[src/rtl/box_fill.sv]
// box_fill: rectangle fill engine for the star-finding VGA pipeline.
// Writes fill_col to every pixel of an axis-aligned box (solid mode) or only
// to its one-pixel border (outline mode), one pixel per accepted cycle, in
// raster order, with a wr_ready stall handshake toward the VGA write port.
//
// Configuration macro: BOX_FILL_OUTLINE_EN
//   defined   - mode selects solid (0) or outline (1)
//   undefined - mode is ignored; every job is a solid fill
//
// Ports:
//   clk, reset            rising-edge clock, synchronous active-high reset
//   go                    start request, sampled only in IDLE
//   x_left, x_right       inclusive column bounds (X_SZ)
//   y_top, y_bottom       inclusive row bounds (Y_SZ)
//   fill_col              colour to write (COL_SZ)
//   mode                  0 = solid, 1 = outline
//   wr_ready              write port accepts the pending pixel
//   wr_en                 pixel write pending on x_out/y_out/col_out
//   x_out, y_out, col_out pixel coordinate and colour
//   busy                  high from start acceptance through the done cycle
//   done                  one-cycle completion pulse
//   err                   one-cycle invalid-box pulse, coincident with done
module box_fill #(
  parameter int unsigned X_SZ   = 8,
  parameter int unsigned Y_SZ   = 7,
  parameter int unsigned COL_SZ = 3
) (
  input  logic              clk,
  input  logic              reset,
  input  logic              go,
  input  logic [X_SZ-1:0]   x_left,
  input  logic [X_SZ-1:0]   x_right,
  input  logic [Y_SZ-1:0]   y_top,
  input  logic [Y_SZ-1:0]   y_bottom,
  input  logic [COL_SZ-1:0] fill_col,
  input  logic              mode,
  input  logic              wr_ready,
  output logic              wr_en,
  output logic [X_SZ-1:0]   x_out,
  output logic [Y_SZ-1:0]   y_out,
  output logic [COL_SZ-1:0] col_out,
  output logic              busy,
  output logic              done,
  output logic              err
);

  typedef enum logic [1:0] {
    IDLE = 2'd0,
    RUN  = 2'd1,
    DONE = 2'd2
  } state_t;

  state_t state;

  // Latched job bounds; x_out/y_out double as the raster counters.
  logic [X_SZ-1:0] xLeftQ;
  logic [X_SZ-1:0] xRightQ;
  logic [Y_SZ-1:0] yTopQ;
  logic [Y_SZ-1:0] yBottomQ;

  logic boxInvalid;
  logic colMore;
  logic rowMore;
  logic skipToRight;

  assign boxInvalid = (x_right < x_left) || (y_bottom < y_top);

  // Compare before incrementing so no counter ever wraps at the coordinate limit.
  assign colMore = (x_out < xRightQ);
  assign rowMore = (y_out < yBottomQ);

`ifdef BOX_FILL_OUTLINE_EN
  logic modeQ;

  // Interior rows of an outline only visit x_left and x_right.
  assign skipToRight = modeQ && (y_out != yTopQ) && (y_out != yBottomQ) &&
                       (x_out == xLeftQ);

  // Mode register, loaded alongside the other job parameters.
  always_ff @(posedge clk) begin
    if (reset) begin
      modeQ <= 1'b0;
    end else if (state == IDLE && go) begin
      modeQ <= mode;
    end
  end
`else
  logic unusedMode;

  assign unusedMode  = mode;
  assign skipToRight = 1'b0;
`endif

  // Job FSM with registered outputs.
  always_ff @(posedge clk) begin
    if (reset) begin
      state    <= IDLE;
      xLeftQ   <= '0;
      xRightQ  <= '0;
      yTopQ    <= '0;
      yBottomQ <= '0;
      wr_en    <= 1'b0;
      x_out    <= '0;
      y_out    <= '0;
      col_out  <= '0;
      busy     <= 1'b0;
      done     <= 1'b0;
      err      <= 1'b0;
    end else begin
      case (state)
        IDLE: begin
          done <= 1'b0;
          err  <= 1'b0;
          if (go) begin
            xLeftQ   <= x_left;
            xRightQ  <= x_right;
            yTopQ    <= y_top;
            yBottomQ <= y_bottom;
            busy     <= 1'b1;
            if (boxInvalid) begin
              // Nothing to draw: report straight away, pixel outputs stay 0.
              state <= DONE;
              done  <= 1'b1;
              err   <= 1'b1;
            end else begin
              state   <= RUN;
              wr_en   <= 1'b1;
              x_out   <= x_left;
              y_out   <= y_top;
              col_out <= fill_col;
            end
          end
        end

        RUN: begin
          // Outputs hold until the write port takes the pixel.
          if (wr_ready) begin
            if (colMore) begin
              x_out <= skipToRight ? xRightQ : x_out + X_SZ'(1);
            end else if (rowMore) begin
              x_out <= xLeftQ;
              y_out <= y_out + Y_SZ'(1);
            end else begin
              state   <= DONE;
              wr_en   <= 1'b0;
              x_out   <= '0;
              y_out   <= '0;
              col_out <= '0;
              done    <= 1'b1;
            end
          end
        end

        DONE: begin
          state <= IDLE;
          busy  <= 1'b0;
          done  <= 1'b0;
          err   <= 1'b0;
        end

        default: begin
          state   <= IDLE;
          wr_en   <= 1'b0;
          x_out   <= '0;
          y_out   <= '0;
          col_out <= '0;
          busy    <= 1'b0;
          done    <= 1'b0;
          err     <= 1'b0;
        end
      endcase
    end
  end

endmodule

[config.mk]
export PLATFORM = sky130hd
export DESIGN_NAME = box_fill
export DESIGN_NICKNAME = d
export VERILOG_FILES = /design/src/rtl/box_fill.sv
export SDC_FILE = /design/constraint.sdc
export NUM_CORES = 1
export LEC_CHECK = 0
export ABC_AREA = 0
export ABC_CLOCK_PERIOD_IN_PS = 2400
export BUFFER_PORTS_ARGS = -buffer_cell sky130_fd_sc_hd__buf_2
export CAP_MARGIN = 20
export CORE_MARGIN = 1.5
export CORE_UTILIZATION = 37
export CTS_BUF_LIST = sky130_fd_sc_hd__clkbuf_8
export DETAILED_ROUTE_END_ITERATION = 6
export PLACE_DENSITY = 0.6
export SYNTH_ARGS = -nofsm -noshare
export SYNTH_HDL_FRONTEND = slang
export SYNTH_SLANG_ARGS = --single-unit
[constraint.sdc]
create_clock -name clk -period 2.4 [get_ports clk]
set_input_delay 0.24 -clock clk [delete_from_list [all_inputs] [get_ports clk]]
set_output_delay 0.24 -clock clk [all_outputs]
set_load 0.01 [all_outputs]
# Yosys cells after proc, flatten, opt, wreduce, memory -nomap -nowiden
# Index checks and enable logic that the tools add are counted.
# W data, S select, Z words.
# classes
n_addsub,2
order_cmp,4
n_eq_ne,7
muxes,39
bitwise_logic,2
n_reduce_logical,9
# ops
op,n
$mux W8,5
$mux W7,5
$pmux W8 S3,1
$pmux W7 S3,1
$lt A8 B8 Y1,2
$mux W3,5
$lt A7 B7 Y1,2
$mux W1,11
$mux W2,5
$ne A2 B2 Y1 const B,5
$pmux W3 S3,1
$add A8 B1 Y8 const B,1
$reduce_and A4 Y1,2
$add A7 B1 Y7 const B,1
$pmux W1 S2,3
$reduce_and A6 Y1,1
$reduce_and A5 Y1,1
$pmux W2 S2,1
$reduce_and A2 Y1,2
$pmux W1 S3,1
$reduce_and A3 Y1,1
$eq A2 B1 Y1 const B,1
$eq A2 B2 Y1 const B,1
$logic_not A2 Y1,1
other kinds (2),3
# word_totals
ff_bits,47
in_bits,38
out_inout_bits,22
elab_cells,74

# Depth between registers and ports, before layout
# Gate-level depths: netlist of run 1.
# depth
ltp_word,5
mapped_depth,9

# Worst setup path before layout of run 1
# OpenSTA, ideal clock, no wires.
# synth_path
path_type,register to register
from,register x_out[6]
to,register y_out[2]
arrival_ns,1.879
setup_slack_ns,0.405
path_stages_with_launch,7
n_path_buf,0
synth_period_minus_slack_ns,1.995
cell_sequence,dfxtp_1 ha_1 a21o_1 a221oi_4 nand3_2 and4_1 a31o_1
# synth_between
elab_chain_cells,3
# synth_lines
item,line_no,text
start: declaration,39,"output logic [X_SZ-1:0] x_out,"
start signal: assignment,128,x_out <= x_left;
start signal: assignment,139,x_out <= skipToRight ? xRightQ : x_out + X_SZ'(1);
start signal: assignment,141,x_out <= xLeftQ;
$lt A8 B8 Y1,69,assign colMore = (x_out < xRightQ);
$ne A2 B2 Y1 (no line),-,
$reduce_and A5 Y1 (no line),-,
end signal: assignment,129,y_out <= y_top;
end signal: assignment,142,y_out <= y_out + Y_SZ'(1);
end: declaration,40,"output logic [Y_SZ-1:0] y_out,"
# Every way passes these cells.
# A chain may end at the register's enable or synchronous reset.

# Worst setup path after layout of run 1
# layout_path
from,register x_out[7]
to,register x_out[2]
# layout_between
elab_chain_cells,4
# layout_lines
item,line_no,text
$lt A8 B8 Y1,69,
$mux W8,138,if (colMore) begin
$mux W8,137,if (wr_ready) begin
$pmux W8 S3,110,case (state)
# Every way passes these cells. The select of a mux whose other input is x is not followed.

==> results.md, run 1 <==
- DR pass1 iterations: 4
- Asr flop ratio synth: 0%
- Most common cell after layout, fill and taps aside: buf_2
- Hold EP: yBottomQ[4]
- Number of global-route vias before repair: 2571
- Num rows: 32
- Sequential area share after synthesis: 32.0%
- CTS sink cnt: 47
- Setup WS pre-CTS: 0.0189 ns
- Slew Limit Headroom: 57.7%
- CORE AREA: 7690 um2
- Total global routing overflow: 0
- # Post-CTS Setup Buffers: 0
- Mean number of vias per cell: 5.25
- Peak supply drop: 0.283 mV
- Worst EP required: 2.62 ns
- CP arrival: 2.45 ns
- Period utilization: 93.1%
- WL per Instance: 14.6 um
- Cts bufs inserted: 5
- Syn. warnings: 0
- Top FF cell, synth: dfxtp_1
- Setup violators final: 0
- Final Total Pwr: 2.44 mW
- Top Ports: 60
- Min-delay worst type: input pin to flop
- DRC Markers: 0
- Leakage: 1.55 nW
- Max Cap Violations: 0
- Global-route wire length before repair: 12500 um
- Gr usage total: 18.6%
- Design area: 3510 um2
- Critical path origin: x_out[7]
- Min Hold Slack: 0.176 ns
- Post-CTS sizing: 0
- H-tree levels: 2
- RD Place Congestion: 0.799
- Die width: 92.1 um
- CTS tree: yes
- Maximum root-to-sink buffer count: 2
- Worst R2R End: x_out[2]
- Die footprint: 8480 um2
- Setup TNS: 0 ns
- Input/output buffers: 58
- Synth Net Count: 427
- Worst clock skew: 0.0115 ns
- Routed wire length: 7670 um
- RSZ-0062 raised after global routing: no
- Pwr Density: 695 nW/um2
- Final WS setup: 0.166 ns
- Status: completed
- Area growth, synth to finish: 19.6%
- Placed cell areas: 3400 um2
- Detailed Place HPWL: 5830 um
- Iter 0 DRT Violations: 77
- Post-synthesis cell area: 2940 um2
- Count of final max-slew check failures: 0
- Mean post-synth cell area: 8.13 um2
- Nets: 490
- Worst Setup Start Kind: flop
- Fin crit period: 2.23 ns
- Worst Path Class, Setup: flop to flop
- Hold Path Depth: 3
- Fmax achieved: 448 MHz
- Slew @ Worst Pin: 0.635 ns
- Post-CTS Hold Buffers: 0
- Worst-path maximum fanout: 8
- Most frequent cells in the layout: 58 x buf_2, 57 x nand2_1, 47 x dfxtp_1
- Number of synthesized flops with an enable pin: 0
- Initial antenna violation count: 0
- Final Hold Fails: 0
- R2r setup slk: 0.17 ns
- Post-route ant nets: 0
- Synth cell types: 59
- Largest net degree at the start of global routing: 24
- RR Startpoint: x_out[7]
- Root buf cell: clkbuf_8
- ANT cells: 0
- Share of cells above drive strength 1: 23.8%
- Syn Inst Count: 361
- Worst-path clk slew: 0.10 ns
- Die height: 92.1 um
- Starting density of the core: 38.2%
- Clk Latency, worst-skew pair: 0.31 ns
- Flops & latches, synth: 47
- Vias: 2768
- Hold Path Origin: y_bottom[4]
- Critical Path End Type: flop
- R2R depth: 7
[kinds of logic after synthesis]
group / count (synthesis) / share of synthesized area (%)
and+or+nand+nor: 124 / 21.2
adders and majority gates: 28 / 11.9
muxes: 1 / 0.341
buffers and inverters: 53 / 7.24
DFF: 47 / 32.0
xor gates and xnor gates: 9 / 2.68
AOI/OAI and AO/OA: 99 / 24.6
[metal layers]
metal  GRT usage (%)  vias up  wire length [um]
met1            24.0     1283              3530
met5               0        -                 0
li1                -     1401                 -
met4            5.00        0               121
met3            3.15       10               385
met2            31.9       74              3630
[power breakdown]
group | leakage (nW) | internal (mW) | switching (mW)
Combinational | 1.11 | 0.367 | 0.541
Sequential | 0.385 | 0.865 | 0.0733
Clock | 0.0581 | 0.311 | 0.283
Total | 1.55 | 1.54 | 0.897
[cells in the mapped netlist, types with 2 or more instances]
| cell | count | area share (%) |
|---|---|---|
| clkbuf_1 | 12 | 1.5 |
| o31ai_1 | 4 | 1.0 |
| buf_2 | 2 | 0.34 |
| inv_1 | 37 | 4.7 |
| a21o_1 | 4 | 1.0 |
| a31o_1 | 2 | 0.60 |
| a211oi_1 | 3 | 0.77 |
| xor2_1 | 5 | 1.5 |
| o21ai_0 | 3 | 0.51 |
| xnor2_1 | 4 | 1.2 |
| nor3_1 | 5 | 0.85 |
| nand3_1 | 12 | 2.0 |
| o211ai_1 | 8 | 2.0 |
| o21ai_1 | 5 | 0.85 |
| ha_1 | 28 | 12 |
| nand2_2 | 3 | 0.64 |
| and4_1 | 3 | 0.89 |
| o21ai_2 | 2 | 0.60 |
| a21oi_1 | 35 | 6.0 |
| a311oi_1 | 6 | 1.8 |
| nand2b_1 | 4 | 0.85 |
| nor2_1 | 20 | 2.6 |
| dfxtp_1 | 47 | 32 |
| nand2_1 | 57 | 7.3 |
| nor2b_1 | 3 | 0.64 |
| a221oi_1 | 2 | 0.60 |
| o22ai_1 | 10 | 2.1 |
| and3_1 | 4 | 0.85 |
[per-stage QoR]
stage | util (%) | instances
floorplan | - | 361
global placement | 44.2 | 519
detailed placement | 44.2 | 519
CTS | 45.7 | 527
global route | 45.7 | 527
finish | 45.7 | 527
[worst max path at each step]
| stage | endpoint | slack, ns | depth (start not counted) |
|---|---|---|---|
| final | x_out[2] | 0.17 | 7 |
| after detailed placement | x_out[6] | 0.02 | 10 |
| after global routing | x_out[2] | 0.03 | 7 |
| after global placement | x_out[7] | 0.07 | 10 |
| after CTS | x_out[2] | 0.17 | 7 |
| after floorplan | y_out[2] | 0.41 | 6 |
[sequential cells by signal, indices dropped and copies added, names as in the netlist]
signal    count
x_out         8
y_out         7
wr_en         1
state         2
col_out       3
xRightQ       8
xLeftQ        8
err           1
done          1
busy          1
yBottomQ      7
[final cells by class]
| type | instances | area, um2 |
|---|---|---|
| repair buffers | 72 | 408 |
| clock inverters | 3 | 43.8 |
| inverters | 37 | 139 |
| fillers | 802 | 4180 |
| flip-flops and latches | 47 | 941 |
| multi-input cells | 261 | 1780 |
| well taps | 102 | 128 |
| clock buffers | 5 | 68.8 |
[critical path, stage by stage, from the launching register on]
cell,delay [ns]
dfxtp_1,0.37
ha_1,0.36
and3_1,0.26
a221oi_4,0.43
nand2_4,0.14
nor2_8,0.18
o22ai_1,0.11
a311oi_1,0.28
Power figures use the tool's default switching activity.
==> run 2: changes to the inputs <==
--- a/config.mk
+++ b/config.mk
@@ -13,7 +13,7 @@
 export CORE_UTILIZATION = 37
 export CTS_BUF_LIST = sky130_fd_sc_hd__clkbuf_8
 export DETAILED_ROUTE_END_ITERATION = 6
-export PLACE_DENSITY = 0.6
+export PLACE_DENSITY_LB_ADDON = 0.25
 export SYNTH_ARGS = -nofsm -noshare
 export SYNTH_HDL_FRONTEND = slang
 export SYNTH_SLANG_ARGS = --single-unit
==> run 2 against run 1 <==
Maximum frequency up 2.2%. Die area unchanged. Register-to-register slack better by 0.05 ns. Non-clock buffer count up 3. Global-route usage up 0.51 points. Worst hold slack worse by 0.0078 ns. Cell area down 0.39%. Critical path type unchanged. Largest power group unchanged.
==> results.md, run 2 (synthesis results as in run 1) <==
- Design area: 3500 um2
- Min-delay worst type: input pin to flop
- DRC Markers: 0
- Gr usage total: 19.1%
- Worst Path Class, Setup: flop to flop
- Iter 0 DRT Violations: 85
- Pwr Density: 668 nW/um2
- Clk Latency, worst-skew pair: 0.31 ns
- Count of final max-slew check failures: 0
- Status: completed
- Root buf cell: clkbuf_8
- Post-route ant nets: 0
- Post-CTS sizing: 0
- Die height: 92.1 um
- Worst clock skew: 0.0134 ns
- WL per Instance: 14.8 um
- Input/output buffers: 58
- Placed cell areas: 3410 um2
- Hold Path Depth: 3
- Slew @ Worst Pin: 0.469 ns
- Period utilization: 91.1%
- Fin crit period: 2.19 ns
- Detailed Place HPWL: 5890 um
- Setup violators final: 0
- RD Place Congestion: 0.781
- Peak supply drop: 0.219 mV
- Largest net degree at the start of global routing: 22
- CP arrival: 2.40 ns
- CTS tree: yes
- Share of cells above drive strength 1: 24.3%
- Vias: 2780
- DR pass1 iterations: 4
- Most common cell after layout, fill and taps aside: buf_2
- Most frequent cells in the layout: 58 x buf_2, 57 x nand2_1, 47 x dfxtp_1
- Area growth, synth to finish: 19.1%
- Total global routing overflow: 0
- Util after Layout: 45.5%
- Top Ports: 60
- CORE AREA: 7690 um2
- Fmax achieved: 457 MHz
- Final Hold Fails: 0
- Global-route wire length before repair: 12900 um
- Worst Setup Start Kind: flop
- Worst-path clk slew: 0.10 ns
- Routed wire length: 7840 um
- # Post-CTS Setup Buffers: 0
- Setup TNS: 0 ns
- RSZ-0062 raised after global routing: no
- Setup WS pre-CTS: 0.0486 ns
- Mean number of vias per cell: 5.25
- Nets: 493
- Num rows: 32
- Number of global-route vias before repair: 2668
- Post-CTS Hold Buffers: 0
- Critical Path End Type: flop
- Die width: 92.1 um
- Starting density of the core: 38.2%
- Maximum root-to-sink buffer count: 2
- Cts bufs inserted: 5
- Largest regs: xLeftQ (8), xRightQ (8), x_out (8)
- Final WS setup: 0.213 ns
- ANT cells: 0
- Max Cap Violations: 0
- Worst EP required: 2.61 ns
- CTS sink cnt: 47
- Leakage: 1.55 nW
- H-tree levels: 2
- Worst-path maximum fanout: 8
- Initial antenna violation count: 0
- Slew Limit Headroom: 68.7%
- R2R depth: 7
- Die footprint: 8480 um2
- Final Total Pwr: 2.34 mW
[run 2: changes by cell type in the layout (fill, tap and decap cells not counted), sizes merged]
cell / previous run / this run
buf: 72 / 75
bufinv: 1 / 0
clkinv: 2 / 1
clkinvlp: 0 / 2
[run 2: worst paths after layout]
check | from | end | slack [ns]
worst max register to register | x_out[7] | x_out[1] | 0.21
worst min register to register | xLeftQ[4] | xLeftQ[4] | 0.46
worst min-delay path | fill_col[1] | col_out[1] | 0.17
worst max-delay path | x_out[7] | x_out[1] | 0.21
[run 2: metal layers]
| layer | GRT usage (%) | up-vias | share of wire (%) |
|---|---|---|---|
| met2 | 32.9 | 76 | 48 |
| met5 | 0 | - | 0 |
| met1 | 24.8 | 1285 | 45 |
| met4 | 3.97 | 0 | 0.96 |
| met3 | 3.57 | 8 | 5.6 |
| li1 | - | 1411 | - |
[run 2: area by class of cell]
type,instances,area (um2)
timing repair buffer,75,418
clock inverter,3,20.0
clock buffer,5,68.8
multi-input combinational,261,1780
fill,800,4190
inverter,37,139
sequential,47,941
tap,102,128
[run 2: through the flow]
step	hold slack, ns	cells
2_1_floorplan	0.376	361
3_3_place_gp	0.443	522
3_5_place_dp	0.447	522
4_1_cts	0.167	530
5_1_grt	0.180	530
6_report	0.169	530
[run 2: where the power goes]
| part | internal, mW | leakage (nW) | switching [mW] |
|---|---|---|---|
| Combinational | 0.367 | 1.12 | 0.544 |
| Clock | 0.203 | 0.0402 | 0.288 |
| Sequential | 0.865 | 0.385 | 0.0700 |
[run 2: worst max-delay path, cell delays in order (launching register included)]
cell	delay [ns]
dfxtp_1	0.42
ha_1	0.30
and3_1	0.25
a221oi_4	0.42
nand2_4	0.15
nor2_8	0.18
o22ai_1	0.11
a311oi_1	0.26
==> run 3: changes to the inputs <==
--- a/config.mk
+++ b/config.mk
@@ -14,6 +14,8 @@
 export CTS_BUF_LIST = sky130_fd_sc_hd__clkbuf_8
 export DETAILED_ROUTE_END_ITERATION = 6
 export PLACE_DENSITY_LB_ADDON = 0.25
+export REMOVE_ABC_BUFFERS = 1
+export SLEW_MARGIN = 10
 export SYNTH_ARGS = -nofsm -noshare
 export SYNTH_HDL_FRONTEND = slang
 export SYNTH_SLANG_ARGS = --single-unit
==> constraint.sdc (replaced) <==
create_clock -name clk -period 2.4 [get_ports clk]
set_input_delay 0.48 -clock clk [delete_from_list [all_inputs] [get_ports clk]]
set_output_delay 0.48 -clock clk [all_outputs]
set_load 0.01 [all_outputs]
==> run 3 against run 2 <==
Routed wire length is 3.1% lower. Non-clock buffer count is 9 higher. Worst hold slack better by 0.25 ns. Global-route usage hardly changed. Critical path depth is 2 higher. Critical path type is now input pin to flop. Highest routed layer unchanged.
==> results.md, run 3 (synthesis results as in run 1) <==
- Status: completed
- Nets: 502
- Top Ports: 60
- Post-CTS sizing: 0
- DR pass1 iterations: 4
- CTS sink cnt: 47
- Input/output buffers: 58
- CP top delay family: compound AO/OA/AOI/OAI gates
- Maximum root-to-sink buffer count: 2
- H-tree levels: 2
- Hold EP: col_out[0]
- Fin crit period: 2.16 ns
- Hold Path Origin: fill_col[0]
- Gr usage total: 19.1%
- Peak supply drop: 0.239 mV
- Hold Path Depth: 3
- Setup violators final: 0
- Final cell count without fillers: 538
- # Post-CTS Setup Buffers: 0
- Register area: 941 um2
- Num rows: 32
- Fillcell total: 803
- Crit path buffers/inverters: 2
- Mean number of vias per cell: 5.10
- Share of cells above drive strength 1: 25.7%
- Root buf cell: clkbuf_8
- Largest net degree at the start of global routing: 32
- Critical Path Stages: 9
- Min-delay worst type: input pin to flop
- Die footprint: 8480 um2
- Final Hold Fails: 0
- Worst Path Class, Setup: input pin to flop
- Period utilization: 89.9%
- Pwr Density: 659 nW/um2
- Starting density of the core: 38.2%
- Fmax achieved: 464 MHz
- CP arrival: 2.39 ns
- DRC Markers: 0
- Multi-input logic area: 1780 um2
- Critical Path End Type: flop
- ANT cells: 0
- Worst-path maximum fanout: 14
- Most common cell after layout, fill and taps aside: buf_2
- Iter 0 DRT Violations: 106
- Clk Latency, worst-skew pair: 0.30 ns
- Util after Layout: 46.7%
- Max Cap Violations: 0
- RSZ-0062 raised after global routing: no
- R2R depth: 7
- Worst R2R End: x_out[1]
- Count of final max-slew check failures: 0
- Slew Limit Headroom: 67.7%
- Initial antenna violation count: 0
- Worst clock skew: 0.00589 ns
- Worst EP required: 2.63 ns
- Critical-path cell list: buf_2, inv_1, ha_1, a21o_1, a221o_2, a31oi_4, o31a_2, a221oi_1, nor3_1
- Vias: 2745
- Number of global-route vias before repair: 2673
- Global-route wire length before repair: 12800 um
- WL per Instance: 14.1 um
- Slew @ Worst Pin: 0.484 ns
- Routed wire length: 7590 um
- RD Place Congestion: 0.835
- Worst Setup Start Kind: input pin
- Max stage delay on crit path: 0.40 ns
- Detailed Place HPWL: 5790 um
- Most frequent cells in the layout: 58 x buf_2, 57 x nand2_1, 47 x dfxtp_1
- RR Startpoint: x_out[7]
- Area growth, synth to finish: 22.2%
- Post-route ant nets: 0
- Leakage: 1.61 nW
- Total global routing overflow: 0
- Post-CTS Hold Buffers: 0
- Worst-path clk slew: 0.09 ns
- Crit-path slowest cell: a221o_2
- CORE AREA: 7690 um2
- Placed Instances: 531
- Die height: 92.1 um
- Min Hold Slack: 0.418 ns
- Cts bufs inserted: 5
- Largest regs: xLeftQ (8), xRightQ (8), x_out (8)
- Die width: 92.1 um
- CTS tree: yes
- R2r setup slk: 0.27 ns
[run 3: changes by cell type in the layout (fill, tap and decap cells not counted)]
| cell | change |
|---|---|
| clkinvlp_4 | -2 |
| buf_4 | +7 |
| buf_12 | +2 |
| clkbuf_8 | +1 |
[run 3: final cells by class]
type,count,share of cell area [%]
Multi-Input combinational cell,261,49.7
Sequential cell,47,26.2
Timing Repair Buffer,84,14.2
Inverter,37,3.87
Tap cell,102,3.56
Clock buffer,6,2.30
Clock inverter,1,0.139
[run 3: where the power goes]
group	leakage (nW)	total (mW)	switching, mW	internal (mW)
sequential	0.385	0.940	0.0746	0.865
clock	0.0470	0.491	0.265	0.226
combinational	1.17	0.933	0.535	0.397
total	1.61	2.36	0.875	1.49
[run 3: how the worst max path moves through the flow]
stage	from	endpoint	slack (ns)
6_report	y_top[5]	x_out[4]	0.24
5_1_grt	x_left[3]	x_out[7]	0.03
4_1_cts	y_top[5]	x_out[4]	0.24
3_5_place_dp	y_top[5]	x_out[4]	-0.08
3_3_place_gp	x_left[3]	x_out[1]	-0.05
2_1_floorplan	y_out[3]	y_out[6]	0.02
[run 3: through the flow]
step | area [um2] | TNS [ns] | power, mW | setup slack [ns]
after floorplan | 2860 | 0 | 1.53 | 0.0219
after global placement | 3500 | -0.262 | 1.88 | -0.0502
after detailed placement | 3500 | -0.819 | 1.90 | -0.0771
after CTS | 3590 | 0 | 2.39 | 0.245
after global routing | 3590 | 0 | 2.54 | 0.0289
final | 3590 | 0 | 2.36 | 0.243
[run 3: routing by layer]
| metal | vias to the layer above | routed length [um] | GRT usage [%] |
|---|---|---|---|
| li1 | 1424 | - | - |
| met1 | 1257 | 3490 | 23.9 |
| met2 | 50 | 3670 | 32.7 |
| met3 | 14 | 246 | 2.90 |
| met4 | 0 | 181 | 7.69 |
| met5 | - | 0 | 0 |
[run 3: tightest hold or removal path, delay by kind of cell]
family,cells,cell delay (ns)
and+or+nand+nor,1,0.06
AOI/OAI and AO/OA,1,0.05
buffers and inverters,1,0.10
